`src/rtl/count_run_controller.sv`:
```
// -----------------------------------------------------------------------------
// count_run_controller
//
// Run/pause/clear sequencer for the seven-segment count display. The count is
// held as packed BCD digits, so the display path needs no divide or modulo.
// While running, the count steps once per slw_clk edge, up or down. At the
// terminal count it either wraps and keeps running (WRAP=1) or stops in DONE
// (WRAP=0).
//
// Parameters:
//   DIGITS     number of BCD digits held and driven
//   MAX_COUNT  terminal count in decimal, 1 .. 10^DIGITS-1
//   WRAP       1 = wrap at terminal and keep running, 0 = stop in DONE
//
// Ports:
//   slw_clk     in   count/step clock (slow tick)
//   reset       in   asynchronous, active-high
//   start_btn   in   start/resume request (async level)
//   stop_btn    in   pause request (async level)
//   clear_btn   in   clear-to-zero request (async level)
//   up_down     in   1 = count up, 0 = count down (async level)
//   lap_btn     in   lap snapshot toggle (async level, COUNT_LAP_EN only)
//   lap_active  out  display shows the lap snapshot (COUNT_LAP_EN only)
//   bcd_digits  out  displayed count, digit i at [4i+3:4i], digit 0 = LSD
//   digit_en    out  per-digit display enable with leading-zero blanking
//   running     out  state is RUN
//   at_limit    out  count is at the terminal for the current direction
//   wrap_pulse  out  one-cycle strobe after a wrap step
//
// Optional feature: define COUNT_LAP_EN to add the lap snapshot display.
// -----------------------------------------------------------------------------
module count_run_controller #(
  parameter int DIGITS    = 4,
  parameter int MAX_COUNT = 50,
  parameter int WRAP      = 1
) (
  input  logic                  slw_clk,
  input  logic                  reset,
  input  logic                  start_btn,
  input  logic                  stop_btn,
  input  logic                  clear_btn,
  input  logic                  up_down,
`ifdef COUNT_LAP_EN
  input  logic                  lap_btn,
  output logic                  lap_active,
`endif
  output logic [4*DIGITS-1:0]   bcd_digits,
  output logic [DIGITS-1:0]     digit_en,
  output logic                  running,
  output logic                  at_limit,
  output logic                  wrap_pulse
);

  localparam int W = 4 * DIGITS;

  function automatic logic [W-1:0] to_bcd(input int value);
    logic [W-1:0] r;
    int           v;
    r = '0;
    v = value;
    for (int k = 0; k < DIGITS; k++) begin
      r[4*k +: 4] = 4'(v % 10);
      v           = v / 10;
    end
    return r;
  endfunction

  localparam logic [W-1:0] MAX_BCD = to_bcd(MAX_COUNT);

  // Ripple increment/decrement: carry or borrow moves through all digits in
  // one cycle. Terminal handling is done by the caller, so no overflow here.
  function automatic logic [W-1:0] bcd_inc(input logic [W-1:0] v);
    logic [W-1:0] r;
    logic         c;
    r = v;
    c = 1'b1;
    for (int k = 0; k < DIGITS; k++) begin
      if (c) begin
        if (r[4*k +: 4] == 4'd9) begin
          r[4*k +: 4] = 4'd0;
        end else begin
          r[4*k +: 4] = r[4*k +: 4] + 4'd1;
          c           = 1'b0;
        end
      end
    end
    return r;
  endfunction

  function automatic logic [W-1:0] bcd_dec(input logic [W-1:0] v);
    logic [W-1:0] r;
    logic         b;
    r = v;
    b = 1'b1;
    for (int k = 0; k < DIGITS; k++) begin
      if (b) begin
        if (r[4*k +: 4] == 4'd0) begin
          r[4*k +: 4] = 4'd9;
        end else begin
          r[4*k +: 4] = r[4*k +: 4] - 4'd1;
          b           = 1'b0;
        end
      end
    end
    return r;
  endfunction

  // ---------------------------------------------------------------- inputs
  // Button vector order: {[lap,] clear, stop, start}.
`ifdef COUNT_LAP_EN
  localparam int NB = 4;
  logic [NB-1:0] btn_raw;
  assign btn_raw = {lap_btn, clear_btn, stop_btn, start_btn};
`else
  localparam int NB = 3;
  logic [NB-1:0] btn_raw;
  assign btn_raw = {clear_btn, stop_btn, start_btn};
`endif

  logic [NB-1:0] s1_q, s2_q, s3_q, btn_ev;
  logic          ud_s1_q, ud_s2_q;

  always_ff @(posedge slw_clk or posedge reset) begin
    if (reset) begin
      s1_q    <= '0;
      s2_q    <= '0;
      s3_q    <= '0;
      ud_s1_q <= 1'b0;
      ud_s2_q <= 1'b0;
    end else begin
      s1_q    <= btn_raw;
      s2_q    <= s1_q;
      s3_q    <= s2_q;
      ud_s1_q <= up_down;
      ud_s2_q <= ud_s1_q;
    end
  end

  // Rising edge of the synchronized level: one event per press, no repeat.
  assign btn_ev = s2_q & ~s3_q;

  logic start_ev, stop_ev, clear_ev;
  assign start_ev = btn_ev[0];
  assign stop_ev  = btn_ev[1];
  assign clear_ev = btn_ev[2];

  // ---------------------------------------------------------------- core FSM
  typedef enum logic [1:0] {IDLE, RUN, PAUSE, DONE} state_t;

  state_t       state_q, state_d;
  logic [W-1:0] count_q, count_d;
  logic         wrap_q, wrap_d;
  logic         at_term;

  assign at_term = ud_s2_q ? (count_q == MAX_BCD) : (count_q == '0);

  always_ff @(posedge slw_clk or posedge reset) begin
    if (reset) begin
      state_q <= IDLE;
      count_q <= '0;
      wrap_q  <= 1'b0;
    end else begin
      state_q <= state_d;
      count_q <= count_d;
      wrap_q  <= wrap_d;
    end
  end

  always_comb begin
    state_d = state_q;
    count_d = count_q;
    wrap_d  = 1'b0;
    if (clear_ev) begin
      state_d = IDLE;
      count_d = '0;
    end else begin
      unique case (state_q)
        IDLE: begin
          count_d = '0;
          if (start_ev) state_d = RUN;
        end
        RUN: begin
          if (stop_ev) begin
            state_d = PAUSE;
          end else if (at_term) begin
            if (WRAP != 0) begin
              count_d = ud_s2_q ? '0 : MAX_BCD;
              wrap_d  = 1'b1;
            end else begin
              state_d = DONE;
            end
          end else begin
            count_d = ud_s2_q ? bcd_inc(count_q) : bcd_dec(count_q);
          end
        end
        PAUSE: begin
          if (start_ev) state_d = RUN;
        end
        DONE: begin
        end
      endcase
    end
  end

  // ---------------------------------------------------------------- display
  logic [W-1:0] disp;

`ifdef COUNT_LAP_EN
  logic [W-1:0] snap_q, snap_d;
  logic         lap_q, lap_d;

  always_ff @(posedge slw_clk or posedge reset) begin
    if (reset) begin
      snap_q <= '0;
      lap_q  <= 1'b0;
    end else begin
      snap_q <= snap_d;
      lap_q  <= lap_d;
    end
  end

  // Lap is lowest priority: it only acts on an edge with no other event.
  always_comb begin
    snap_d = snap_q;
    lap_d  = lap_q;
    if (clear_ev) begin
      lap_d = 1'b0;
    end else if (btn_ev[3] && !stop_ev && !start_ev) begin
      if (lap_q) begin
        lap_d = 1'b0;
      end else if (state_q == RUN) begin
        snap_d = count_q;
        lap_d  = 1'b1;
      end
    end
  end

  assign disp       = lap_q ? snap_q : count_q;
  assign lap_active = lap_q;
`else
  assign disp = count_q;
`endif

  assign bcd_digits = disp;

  genvar gi;
  generate
    for (gi = 0; gi < DIGITS; gi++) begin : g_en
      if (gi == 0) begin : g_lsd
        assign digit_en[gi] = 1'b1;
      end else begin : g_upper
        assign digit_en[gi] = |disp[W-1:4*gi];
      end
    end
  endgenerate

  // In IDLE the count is forced to zero and carries no terminal meaning.
  assign running    = (state_q == RUN);
  assign at_limit   = (state_q != IDLE) && at_term;
  assign wrap_pulse = wrap_q;

endmodule
```
`config.mk`:
```
export PLATFORM = sky130hd
export DESIGN_NAME = count_run_controller
export DESIGN_NICKNAME = d
export VERILOG_FILES = /design/src/rtl/count_run_controller.sv
export SDC_FILE = /design/constraint.sdc
export NUM_CORES = 1
export LEC_CHECK = 0
export CORE_MARGIN = 5
export CORE_UTILIZATION = 59
export CTS_CLUSTER_SIZE = 10
export DETAILED_ROUTE_END_ITERATION = 12
export GPL_ROUTABILITY_DRIVEN = 1
export GPL_TIMING_DRIVEN = 0
export HOLD_SLACK_MARGIN = 0.03
export PLACE_DENSITY = 0.82
export SYNTH_ARGS = -nofsm -noshare
export SYNTH_HDL_FRONTEND = slang
export SYNTH_SLANG_ARGS = --single-unit
```
`constraint.sdc`:
```
create_clock -name slw_clk -period 3.88 [get_ports slw_clk]
set_clock_uncertainty 0.2 [all_clocks]
set_input_delay 1.164 -clock slw_clk [delete_from_list [all_inputs] [get_ports slw_clk]]
set_output_delay 1.164 -clock slw_clk [all_outputs]
set_load 0.005 [all_outputs]
```
# Word level (Yosys, flattened, before mapping)

Index checks and enable logic that the tools add are counted.

Register bits after elaboration: 30
Latch bits: 0
RAM bits: 0
Bits in read-only memories: 0
Output and inout bits: 23
Memories: 0

Add/subtract/negate cells: 8
$mul: 0
Div/mod/pow operators: 0
Magnitude comparators: 0
Equal/unequal tests: 16
Shift operators: 0
Multiplexer cells: 63
Bitwise logic cells: 2
Reduce and logical (&&, ||, !) cells: 19

Operator list:

| cell                                                                   | count |
|---|---|
| 16-bit 2-to-1 mux                                                      | 4 |
| 4-bit 2-to-1 mux                                                       | 14 |
| 1-bit 2-to-1 mux                                                       | 39 |
| 16-bit one-hot mux with 2 select lines                                 | 1 |
| 4-bit by 1-bit adder with 4-bit output, second input constant          | 4 |
| 16-bit by 7-bit equality test with 1-bit output, second input constant | 1 |
| 4-bit equality test, second input constant                             | 4 |
| 16-bit logical NOT                                                     | 1 |
| 4-bit logical NOT                                                      | 4 |
| 4-bit by 1-bit subtractor with 4-bit output, second input constant     | 4 |
| 5-bit by 1-bit != test with 1-bit output, second input constant        | 3 |
| 5-bit by 3-bit != test with 1-bit output, second input constant        | 3 |
| 4-bit AND reduction                                                    | 3 |
| 12-bit OR reduction                                                    | 1 |
| 8-bit OR reduction                                                     | 1 |
| 7-bit 2-to-1 mux                                                       | 1 |
| 2-bit 2-to-1 mux                                                       | 3 |
| 3-bit by 1-bit != test with 1-bit output, second input constant        | 2 |
| 3-bit nonzero test                                                     | 2 |
| 2-bit one-hot mux with 2 select lines                                  | 1 |
| 4-bit OR reduction                                                     | 1 |
| 3-bit bitwise AND                                                      | 1 |
| 3-bit by 2-bit != test with 1-bit output, second input constant        | 1 |
| 3-bit inverter                                                         | 1 |
| other kinds (8)                                                        | 8 |

# Depth between registers and ports, before layout

Gate-level depths: netlist of run 1.

Depth in word-level cells: 22
Depth in mapped cells: 8
Depth with buffers taken out: 7

# Worst setup path after synthesis of run 1

Ideal clock, no wire load.

Kind: reg2out
Start: register count_q[8] (netlist: bcd_digits[8])
End: output at_limit
Data arrival time: 1517 ps
Required time: 2516 ps
Slack: 999 ps
Stages on the path, launching flop included: 6
Path buffers: 0
Cells stage by stage: dfrtp_1 inv_1 ha_1 nor3b_2 o2111ai_1 a21oi_1

Cells in the longest elaborated chain, start to end: 3

Ends and longest elaborated chain:

| item                                                                                  | RTL line | RTL |
|---|---|---|
| start, declared                                                                       | 151      | `logic [W-1:0] count_q, count_d;` |
| start signal, assigned                                                                | 164      | `count_q <= count_d;` |
| 16-bit by 7-bit equality test with 1-bit output or 16-bit logical NOT (tied branches) | 155      | `assign at_term = ud_s2_q ? (count_q == MAX_BCD) : (count_q == '0);` |
| 1-bit 2-to-1 mux (*)                                                                  | 155      |  |
| 1-bit logical AND (*)                                                                 | 259      | `assign at_limit = (state_q != IDLE) && at_term;` |
| end, declared                                                                         | 50       | `output logic at_limit,` |

Mark *: on every way between the ends. The rest lies on a longest branch, timed or not.

# Worst setup path after layout of run 1

Start: register count_q[0] (netlist: bcd_digits[0])
End: output at_limit

The elaborated chain is that of the path after synthesis.

==> results of run 1 <==
==> registers in the layout, summed over array words and instances (netlist names) <==
| name | cells |
|---|---|
| bcd_digits | 16 |
| ud_s2_q | 1 |
| s2_q | 3 |
| ud_s1_q | 1 |
| s3_q | 3 |
| s1_q | 3 |
| wrap_pulse | 1 |
| state_q | 2 |
==> per-stage QoR <==
| step | setup WS [ps] | utilization | cells | total power, mW | instance area [µm²] |
|---|---|---|---|---|---|
| after floorplan | 999 | - | 222 | 0.825 | 2010 |
| after detailed placement | 224 | 0.707 | 295 | 1.06 | 2340 |
| after global placement | 230 | 0.707 | 295 | 1.05 | 2340 |
| after global routing | 12.2 | 0.747 | 307 | 1.44 | 2470 |
| final | 86.4 | 0.747 | 307 | 1.35 | 2470 |
| after CTS | 14.4 | 0.732 | 303 | 1.28 | 2420 |
==> layout by cell type, fill, tap and decap left out, drive strengths merged, types with 2 or more instances in the layout <==
cell / n
clkdlybuf4s50: 27
ha: 10
nor2b: 3
a21oi: 12
mux2: 8
a221oi: 2
o211ai: 2
nand4: 2
o2111ai: 2
o31ai: 2
clkbuf: 12
dfrtp: 30
o21ai: 15
a311oi: 3
a211oi: 4
xnor2: 2
clkinv: 2
a31oi: 6
nand3b: 4
and3: 2
nor2: 10
inv: 17
nand3: 6
nor3: 11
nand2: 22
buf: 12
or2: 2
o311ai: 2
nand2b: 7
nor3b: 4
==> cell type report <==
type	instances	area [µm²]	area share
clock buffers	7	55.1	0.0223
inverters	18	67.6	0.0273
clock inverters	1	5.00	0.00202
well taps	46	57.6	0.0233
plain buffers	13	73.8	0.0298
flip-flops and latches	30	752	0.304
repair buffers	31	300	0.121
multi-input cells	161	1160	0.470
==> path summary, 6_finish.rpt <==
| check | depth (start not counted) | start | end |
|---|---|---|---|
| hold / removal | 0 | s1_q[2] | s2_q[2] |
| max in group asynchronous | 2 | reset | bcd_digits[8] |
| setup / recovery | 6 | bcd_digits[0] | at_limit |
| hold reg to reg | 0 | s1_q[2] | s2_q[2] |
| setup reg to reg | 8 | bcd_digits[0] | bcd_digits[6] |
| min in group asynchronous | 2 | reset | state_q[0] |
==> power groups by stage <==
stage | Sequential [mW] | Clock (mW) | Combinational (mW)
2_1_floorplan | 0.412 | 0 | 0.413
3_3_place_gp | 0.418 | 0 | 0.633
3_5_place_dp | 0.420 | 0 | 0.641
4_1_cts | 0.415 | 0.202 | 0.664
5_1_grt | 0.426 | 0.216 | 0.799
6_report | 0.417 | 0.201 | 0.728
==> per-layer routing <==
| metal | GRT usage | wire, µm | up-vias |
|---|---|---|---|
| li1 | - | - | 871 |
| met1 | 0.269 | 2000 | 839 |
| met2 | 0.353 | 2260 | 47 |
| met3 | 0.0378 | 187 | 9 |
| met4 | 0.104 | 100 | 0 |
| met5 | 0 | 0 | - |
==> logic make-up after synthesis <==
| logic type | count (synthesis) | share of synthesized area |
|---|---|---|
| simple gates | 79 | 0.217 |
| compound gates | 58 | 0.202 |
| buf+inv | 31 | 0.0702 |
| flops | 30 | 0.373 |
| fa+ha+maj | 10 | 0.0621 |
| mux | 10 | 0.0609 |
| xor+xnor | 3 | 0.0130 |
| other cells | 1 | 0.00186 |
==> worst reg2reg max path, delay by kind of cell, from the launching register on <==
family	cells	cell delay (ps)
mux	1	380
flops	1	480
simple gates	3	710
compound gates	1	390
buf+inv	2	370
fa+ha+maj	1	240
==> repair_timing <==
| action | in CTS | in global routing |
|---|---|---|
| pin swaps | 0 | 0 |
| endpoints found under the setup margin | 1 | 1 |
| gates resized for setup | 3 | 4 |
| hold buffers | 0 | 0 |
| buffers inserted | 0 | 4 |
==> key figures, run 1 <==
Run status
  • Status: completed

Drt
  • Initial drt markers: approximately 140
  • Antenna Nets Post-Route: 0
  • Vias per cell: between 5 and 6
  • First-pass detailed-route iteration total: 4
  • DR vias: between 1,500 and 2,000
  • Post-DR wirelength/cell: approximately 15 µm
  • Routed wire length: about 4500 µm
  • DRC violations left: 0

Global routing
  • Aggregate global routing overflow: 0
  • Initial antenna violation count: 0
  • Gr usage total: 0.214
  • Vias in the first global route: between 1,500 and 2,000
  • Pin count of the biggest net entering global routing: 31
  • First-pass GRT wire length: ~7500 µm

CTS
  • Root buf cell: clkbuf_4
  • CTS Buf Count: 5
  • Clk slew on worst S/H paths: roughly 100 ps
  • Clock latency at the later pin of the worst-skew pair: about 340 ps
  • CTS Buffer Depth: 2
  • Htree depth: 2
  • CTS sink cnt: 30
  • TritonCTS clock tree: built

STA
  • Final Slew Violations: 0
  • Fin crit period: around 3800 ps
  • Slew at the pin with the worst max-slew slack: roughly 1100 ps
  • RSZ-0062 raised after global routing: false
  • Finish-stage setup viols: 0
  • Slew headroom: 0.239
  • Final hold vios: 0
  • Hold Slack: roughly 150 ps
  • Max Fclk: about 260 MHz
  • Tcrit/Tclk final: 0.978
  • Setup TNS: 0 ps

Setup path
  • CP arrival: between 2000 and 2500 ps
  • CP top delay family: buffers and inverters
  • Critical-path top delay cell: clkdlybuf4s50_1
  • Worst reg-to-reg setup slack: 990 ps
  • Max incr delay on CP: 530 ps
  • Critical Setup Path Class: reg2out
  • Crit path buf inv count: 2
  • CP Max Fanout: 7
  • Worst Path Required: 2520 ps
  • Worst-path cell chain: inv_1 > ha_2 > nor4b_4 > o2111ai_4 > a21oi_1 > clkdlybuf4s50_1
  • Crit end category: primary output
  • Worst Setup Start Kind: flip-flop

Floorplanning
  • Die H: roughly 68 µm
  • Core Region: 0.00331 mm²
  • Initial Utilization: 0.608
  • IO Count: 29
  • Core Rows: 21
  • Die width: between 60 and 70 µm
  • Die area: about 0.0047 mm²

Logic synthesis
  • Post-synth top area cell: dfrtp_1
  • Post-synthesis async set-or-reset flop share: 1.00
  • Mapped Nets: 238
  • Most frequent cell after synthesis: dfrtp_1
  • Register area share after synthesis: 0.373
  • Synthesized instance count: 222
  • Largest cells by area after synthesis: dfrtp_1 37%, ha_1 6.2%, mux2_2 4.5%
  • Synth top area share: 0.373
  • Post-synthesis area per instance: about 9.1 µm²
  • Netlist Area Pre-Place: between 0.002 and 0.0025 mm²
  • Syn. warnings: 0
  • Post-synth EDFFs: 0
  • Netlist cell types: between 50 and 60
  • Ys flop type: dfrtp_1
  • #FFs+latches synth: 30
  • Commonest cells in the netlist: 30 x dfrtp_1, 22 x nand2_1, 17 x inv_1

Layout
  • Number of antenna diodes: 0
  • Share of cells above drive strength 1: 0.153
  • Fillers: around 250
  • Nets: 276
  • Syn-to-layout area delta: 22.8%

Placement
  • PortBufs: 27
  • Routability cong.: about 0.93
  • HPWL after DPL: roughly 3200 µm

Power
  • Clock power frac: 0.149
  • Switching Power: about 0.53 mW
  • VDD IR max: between 0.4 and 0.5 mV
  • Power per cell area: between 500 and 600 mW/mm²
  • Pint: slightly above 0.8 mW
  • Logic gate share of total power: 0.541
  • Switching share of power: 0.393
  • Lkg Pwr: about 1.0 nW
  • Share of power burned in registers: 0.310

Job
  • Max Cap Viol: 0

Hold path
  • Worst hold path class: reg2reg
Note: power is estimated with default switching activity, not from simulation.
==> inputs of run 2 (changes only) <==
--- a/config.mk
+++ b/config.mk
@@ -10,7 +10,6 @@
 export CTS_CLUSTER_SIZE = 10
 export DETAILED_ROUTE_END_ITERATION = 12
 export GPL_ROUTABILITY_DRIVEN = 1
-export GPL_TIMING_DRIVEN = 0
 export HOLD_SLACK_MARGIN = 0.03
 export PLACE_DENSITY = 0.82
 export SYNTH_ARGS = -nofsm -noshare
==> key figures, run 2 (synthesized netlist as in run 1, its figures left out) <==
Run status
  • Status: completed

Setup path
  • RR Startpoint: bcd_digits[0]
  • Max incr delay on CP: 510 ps
  • Worst-path cell chain: inv_1 > ha_1 > nor4b_4 > o2111ai_1 > a21oi_2 > clkdlybuf4s50_1
  • Worst Setup Start Kind: flip-flop
  • Worst Path Required: ~2500 ps
  • Crit end category: primary output
  • Worst reg-to-reg setup slack: about 1100 ps
  • Critical Setup Path Class: reg2out
  • R2r worst-path depth: 7
  • Launch point of the worst path: bcd_digits[0]
  • CP Max Fanout: 7
  • Critical-path top delay cell: clkdlybuf4s50_1
  • CP arrival: between 2000 and 2500 ps

Hold path
  • Worst hold path class: reg2reg
  • Worst Hold Depth: 0
  • Hold_sp: s1_q[1]

STA
  • Hold Slack: about 160 ps
  • Slew headroom: 0.379
  • RSZ-0062 raised after global routing: false
  • Slew at the pin with the worst max-slew slack: approximately 930 ps
  • Max Fclk: between 200 and 300 MHz
  • Setup TNS: 0 ps
  • Finish-stage setup viols: 0
  • Fin crit period: between 3000 and 4000 ps
  • Min setup slack post-route: 181 ps
  • Tcrit/Tclk final: 0.953
  • Final Slew Violations: 0
  • Final hold vios: 0

Placement
  • PortBufs: 27
  • Routability cong.: around 0.91
  • HPWL after DPL: between 3000 and 4000 µm
  • Place WS: around 500 ps

Global routing
  • Gr usage total: 0.212
  • Initial antenna violation count: 0
  • Aggregate global routing overflow: 0
  • Vias in the first global route: 1,633
  • First-pass GRT wire length: 7400 µm
  • Pin count of the biggest net entering global routing: 31

Drt
  • Vias per cell: 5.80
  • Initial drt markers: 138
  • First-pass detailed-route iteration total: 4
  • Antenna Nets Post-Route: 0
  • Post-DR wirelength/cell: about 15 µm
  • DR vias: approximately 1,700
  • DRC violations left: 0
  • Routed wire length: roughly 4300 µm

Power
  • Tot Pwr: between 1 and 1.5 mW
  • Switching Power: about 0.51 mW
  • Switching share of power: 0.397
  • Lkg Pwr: ~0.99 nW
  • Clock power frac: 0.162
  • Pint: approximately 0.77 mW
  • Power per cell area: around 540 mW/mm²
  • VDD IR max: roughly 0.43 mV
  • Share of power burned in registers: 0.356
  • Logic gate share of total power: 0.482

Layout
  • Most common cell after layout, fill and taps aside: dfrtp_1
  • Largest register FFs: 16
  • Most frequent cells in the layout: 30 x dfrtp_1, 27 x clkdlybuf4s50_1, 22 x nand2_1
  • Nets: around 260
  • Share of cells above drive strength 1: 0.121
  • Syn-to-layout area delta: 17.9%
  • Number of antenna diodes: 0
  • Fillers: ~270

CTS
  • Post-CTS Hold Fix Bufs: 0
  • Root buf cell: clkbuf_4
  • CTS sink cnt: 30
  • CTS Buffer Depth: 2
  • TritonCTS clock tree: built
  • Htree depth: 2
  • CTS Buf Count: 5
  • Clk slew on worst S/H paths: about 110 ps
  • Number of cells upsized or downsized after cts: 0
  • Setup Buffers After CTS: 0
  • Clock latency at the later pin of the worst-skew pair: roughly 340 ps

Floorplanning
  • Initial Utilization: 0.608
  • Die H: 68.4 µm
  • Die width: 68.4 µm
  • Core Rows: 21
  • Core Region: 0.00331 mm²
  • IO Count: 29
  • Die area: 0.00468 mm²

Job
  • Max Cap Viol: 0
[run 2: critical path, delay by kind of cell, from the launching register on]
family                   cells  cell delay (ps)
buffers and inverters        2              660
flip-flops                   1              460
AO/OA/AOI/OAI                2              360
AND/OR/NAND/NOR              1              260
adder cells (fa/ha/maj)      1              250
[run 2: final timing paths]
| check | end |
|---|---|
| worst min-delay path | s2_q[1] |
| worst min register to register | s2_q[1] |
| worst max-delay path | at_limit |
| max in group asynchronous | bcd_digits[13] |
| min in group asynchronous | s3_q[1] |
| worst max register to register | bcd_digits[8] |
[run 2: cell type report]
type	count	area (µm²)	area share
Sequential cell	30	751	0.316
Tap cell	46	57.6	0.0242
Clock inverter	2	12.5	0.00527
Timing Repair Buffer	31	300	0.126
Inverter	18	67.6	0.0285
Clock buffer	6	51.3	0.0216
Multi-Input combinational cell	161	1130	0.478
[run 2: stage by stage]
| stage | cell area (µm²) | util | std cells |
|---|---|---|---|
| 2_1_floorplan | 2010 | - | 222 |
| 3_3_place_gp | 2300 | 0.694 | 286 |
| 3_5_place_dp | 2300 | 0.694 | 286 |
| 4_1_cts | 2360 | 0.714 | 294 |
| 5_1_grt | 2370 | 0.717 | 294 |
| 6_report | 2370 | 0.717 | 294 |
[run 2: power groups by stage]
| stage | registers [mW] | logic, mW | clock network, mW |
|---|---|---|---|
| after floorplan | 0.412 | 0.413 | 0 |
| after global placement | 0.452 | 0.595 | 0 |
| after detailed placement | 0.456 | 0.609 | 0 |
| after CTS | 0.450 | 0.612 | 0.211 |
| after global routing | 0.466 | 0.683 | 0.222 |
| final | 0.453 | 0.615 | 0.206 |
[run 2: metal layers]
metal  vias to the layer above  track usage  share of wire
li1                        845            -              -
met1                       814        0.272           0.44
met2                        40        0.349           0.50
met3                         6       0.0361          0.047
met4                         0       0.0893          0.011
met5                         -            0              0
